[config.mk]
export PLATFORM = sky130hd
export DESIGN_NAME = skew_issue_ctrl
export DESIGN_NICKNAME = d
export VERILOG_FILES = /design/src/rtl/skew_issue_ctrl.sv
export SDC_FILE = /design/constraint.sdc
export NUM_CORES = 1
export LEC_CHECK = 0
export CORE_AREA = 2 2 154 156
export CTS_CLUSTER_SIZE = 14
export DETAILED_ROUTE_END_ITERATION = 10
export DIE_AREA = 0 0 156 158
export PLACE_DENSITY_LB_ADDON = 0.08
export SYNTH_ARGS = -nofsm -noshare
export SYNTH_HDL_FRONTEND = slang
export SYNTH_SLANG_ARGS = --single-unit
[constraint.sdc]
create_clock -name clk -period 2.7 [get_ports clk]
set_input_delay 0.54 -clock clk [delete_from_list [all_inputs] [get_ports clk]]
set_output_delay 0.54 -clock clk [all_outputs]
set_load 0.05 [all_outputs]
[src/rtl/skew_issue_ctrl.sv]
// Feed/drain controller applying systolic skew into N_LANE delay lanes.
// Optional stall counter port enabled by SKEW_ISSUE_STALL_CNT_EN.
module skew_issue_ctrl #(
  parameter int N_LANE  = 4,
  parameter int DW_DATA = 32,
  parameter int W_LEN   = 8
) (
  input  logic                      clk,
  input  logic                      reset_n,
  input  logic                      start,
  input  logic [W_LEN-1:0]          len,
  input  logic                      in_valid,
  output logic                      in_ready,
  input  logic [N_LANE*DW_DATA-1:0] in_data,
  output logic [N_LANE-1:0]         lane_en,
  output logic [N_LANE*DW_DATA-1:0] lane_data,
  output logic                      busy,
  output logic                      done
`ifdef SKEW_ISSUE_STALL_CNT_EN
  ,
  output logic [W_LEN+7:0]          stall_cnt
`endif
);

  localparam int DCW = $clog2(N_LANE);

  typedef enum logic [1:0] {
    S_IDLE,
    S_FEED,
    S_DRAIN,
    S_DONE
  } state_t;

  state_t           state_q;
  logic [W_LEN-1:0] len_q;
  logic [W_LEN-1:0] cnt_q;
  logic [DCW-1:0]   dcnt_q;
  logic             zl_q;
  logic             acc_d;

  assign in_ready = (state_q == S_FEED);
  assign busy     = (state_q != S_IDLE);
  // zero-length blocks spend one extra DONE cycle before pulsing done
  assign done     = (state_q == S_DONE) && !zl_q;
  assign acc_d    = in_valid && in_ready;

  always_ff @(posedge clk or negedge reset_n) begin
    if (!reset_n) begin
      state_q <= S_IDLE;
      len_q   <= '0;
      cnt_q   <= '0;
      dcnt_q  <= '0;
      zl_q    <= 1'b0;
    end else begin
      unique case (state_q)
        S_IDLE: begin
          if (start) begin
            len_q <= len;
            cnt_q <= '0;
            if (len == '0) begin
              state_q <= S_DONE;
              zl_q    <= 1'b1;
            end else begin
              state_q <= S_FEED;
            end
          end
        end
        S_FEED: begin
          if (in_valid) begin
            cnt_q <= cnt_q + W_LEN'(1);
            if (cnt_q == len_q - W_LEN'(1)) begin
              state_q <= S_DRAIN;
              dcnt_q  <= '0;
            end
          end
        end
        S_DRAIN: begin
          if (dcnt_q == DCW'(N_LANE - 1)) begin
            state_q <= S_DONE;
          end else begin
            dcnt_q <= dcnt_q + DCW'(1);
          end
        end
        S_DONE: begin
          if (zl_q) begin
            zl_q <= 1'b0;
          end else begin
            state_q <= S_IDLE;
          end
        end
        default: state_q <= S_IDLE;
      endcase
    end
  end

  for (genvar g = 0; g < N_LANE; g++) begin : g_lane
    logic               v_q [g+1];
    logic [DW_DATA-1:0] d_q [g+1];
    logic [DW_DATA-1:0] d_d;

    assign d_d = acc_d ? in_data[g*DW_DATA +: DW_DATA] : '0;

    always_ff @(posedge clk or negedge reset_n) begin
      if (!reset_n) begin
        for (int k = 0; k <= g; k++) begin
          v_q[k] <= 1'b0;
          d_q[k] <= '0;
        end
      end else begin
        v_q[0] <= acc_d;
        d_q[0] <= d_d;
        for (int k = 1; k <= g; k++) begin
          v_q[k] <= v_q[k-1];
          d_q[k] <= d_q[k-1];
        end
      end
    end

    assign lane_en[g]                      = v_q[g];
    assign lane_data[g*DW_DATA +: DW_DATA] = d_q[g];
  end

`ifdef SKEW_ISSUE_STALL_CNT_EN
  logic [W_LEN+7:0] sc_q;

  always_ff @(posedge clk or negedge reset_n) begin
    if (!reset_n) begin
      sc_q <= '0;
    end else if (state_q == S_IDLE && start) begin
      sc_q <= '0;
    end else if (state_q == S_FEED && !in_valid && !(&sc_q)) begin
      sc_q <= sc_q + (W_LEN+8)'(1);
    end
  end

  assign stall_cnt = sc_q;
`endif

endmodule

==> results.cfg <==
[clock_tree]
cts-htree-levels = 2
numCtsBuffers = 35
cts_tree = yes
root_buffer = clkbuf_16
clk_path_buf_depth = 3
hold_buffers = 0
cts_sinks = 345
clk_pin_slew_ns = 0.06
worstSkewPairLatency_ns = 0.51

[finish]
fillers = 1663
syn2layout_area_growth_pct = 31.6
nNetsFinal = 1063
antennaDiodeCount = 0
drive_gt1_frac = 0.0861
stdcell_count = 1231
layout_common_cells = dfrtp_1 (345), clkdlybuf4s50_1 (269), and3_1 (132)
layout_commonest_cell = dfrtp_1

[power_and_ir_drop]
intPower_uw = 10100
power_density_nw_per_um2 = 999
seqPwrFrac = 0.439
comb_power_share = 0.249
power_frac_clock = 0.312
power.leakage_uw = 0.00740
power_uw = 14700
switchingPower_uw = 4600
peakVddDrop_uv = 490
swShare = 0.313

[setup_path]
rr_worst_depth = 9
start_kind = flop
arrival_ns = 1.96
cp-end-kind = primary output
crit_fanout = 5
critPathRequiredTime_ns = 2.16
worstSetupPathType = reg2out
regToRegSetupSlack_ns = 0.39

[timing]
skew_ns = 0.00739
report.final.slew_viol_count = 0
setup_viol = 0
hold_viol = 2
fmax_mhz = 399
holdWs_ns = -0.00270
rsz0062_at_grt = no
worst_pin_slew_ns = 0.978
relSlewSlack = 0.348
fin_crit_sh = 0.927
finalSetupTns_ns = 0
final.min_clock_period_ns = 2.50

[global_route]
grt_pass1_wl_mm = 33.5
met2_usage = 0.298
grt_pass1_vias = 6324
met1_usage = 0.222
grt-ovfl-total = 0
track_usage = 0.177
top_usage_layer = met2
met3_usage = 0.0476
grt_max_degree = 125
antenna_found_initial = 0

[logic_synthesis]
netlist_area_um2 = 11200
synth_edf_count = 0
synth_cell_types = 39
seq_area_frac_synth = 0.773
syn_area_per_cell_um2 = 15.5
synth_nets = 870
yosys_most_used_dff = dfrtp_1
synth-seq-cells = 345
yosysWarnings = 0
async_flop_share = 1.00
syn_inst = 722

[routing]
drc = 0
finalWirelength_mm = 21.2
viasPerCell = 4.77
route.detailed.wl_per_inst_um = 17.3
vias = 5871
ant_nets = 0
drtIter0Drc = 218
drtPass1Iterations = 4

[min_path]
min_path_type = in2async

[die]
die_y_um = 158
start_util = 0.485
die_w_um = 156
rows = 56
coreArea_um2 = 23100
io_pins = 275
die-area_um2 = 24600

[run]
maxCapViolCount = 0

[run_status]
status = finished with violations
violations = negative hold slack

[placement]
hpwl_mm = 14.2
io_buffers = 274
place.gp.congestion = 0.786
dp.cells = 1168
==> worst paths after layout <==
check,start,to
min,reset_n,lane_data[98]$_DFF_PN0_
max,state_q[0]$_DFFE_PN0P_,busy
max reg2reg,state_q[1]$_DFFE_PN0P_,cnt_q[7]$_DFFE_PN0P_
min reg2reg,g_lane[2].d_q[71]$_DFF_PN0_,g_lane[2].d_q[39]$_DFF_PN0_
min in group clk,g_lane[2].d_q[71]$_DFF_PN0_,g_lane[2].d_q[39]$_DFF_PN0_
max in group asynchronous,reset_n,lane_data[64]$_DFF_PN0_
==> registers in the layout (all words and copies together) (netlist names) <==
signal and cells:
len_q 8, lane_en 1, dcnt_q 2, cnt_q 8
zl_q 1, g_lane.v_q 3, lane_data 96, g_lane.d_q 224
state_q 2
==> cells by family after synthesis <==
logic type,synth area share
muxes,0.0125
xor gates and xnor gates,0.0125
DFF,0.773
and+or+nand+nor,0.100
adders and majority gates,0.00896
buffers and inverters,0.0783
AOI/OAI and AO/OA,0.0143
==> per-layer routing <==
metal	vias up	wire (um)
met3	47	1440
met5	-	0
met2	192	10900
li1	2670	-
met4	0	554
met1	2962	8390
==> final cells by class <==
| class | instances | area, um2 | share of cell area |
|---|---|---|---|
| Clock buffer | 51 | 1010 | 0.0684 |
| Multi-Input combinational cell | 241 | 1670 | 0.114 |
| Inverter | 9 | 33.8 | 0.00230 |
| Tap cell | 290 | 363 | 0.0247 |
| Sequential cell | 345 | 8630 | 0.587 |
| Timing Repair Buffer | 283 | 2880 | 0.196 |
| Clock inverter | 12 | 106 | 0.00724 |
==> worst max-delay path: stages, from the launching register on <==
cell and delay [ns]:
dfrtp_1 0.42, inv_1 0.12, ha_1 0.26, inv_1 0.11
dlygate4sd2_1 0.55
==> power groups by stage <==
stage	Combinational (uW)	Clock, uW	Sequential, uW
2_1_floorplan	2370	0	6740
3_3_place_gp	3620	0	6490
3_5_place_dp	3700	0	6550
4_1_cts	3700	4730	6460
5_1_grt	3900	4940	6550
6_report	3660	4580	6450
==> cells in the mapped netlist (2+ instances only) <==
cell,instances,area [um2]
a21oi_1,7,35.0
a31oi_1,2,12.5
and3_1,132,826
buf_4,97,728
clkbuf_1,30,113
dfrtp_1,345,8630
ha_1,8,100
inv_1,9,33.8
mux2_2,8,90.1
mux2i_1,5,50.1
nand2_1,8,30.0
nand2b_1,3,18.8
nand3_1,5,25.0
nand3b_1,3,22.5
nor2_1,15,56.3
nor2b_1,2,12.5
nor4_1,2,12.5
nor4_4,3,63.8
o211ai_1,2,15.0
o21ai_0,2,10.0
or4_1,2,15.0
xnor2_1,9,78.8
xor2_1,7,61.3
==> stage by stage <==
step | setup slack [ns] | hold WS (ns) | cell area [um2] | util
finish | 0.197 | -0.00270 | 14700 | 0.638
global route | 0.0520 | 0.0356 | 14700 | 0.638
CTS | 0.182 | 0.0230 | 14700 | 0.638
detailed placement | 0.400 | 0.335 | 13600 | 0.590
global placement | 0.485 | 0.331 | 13600 | 0.590
floorplan | 0.443 | 0.244 | 11200 | -
==> what timing repair did <==
item	in CTS	in global routing
setup buffers	0	0
setup endpoints to repair	2	0
resized for setup	2	0
Power figures use the tool's default switching activity.
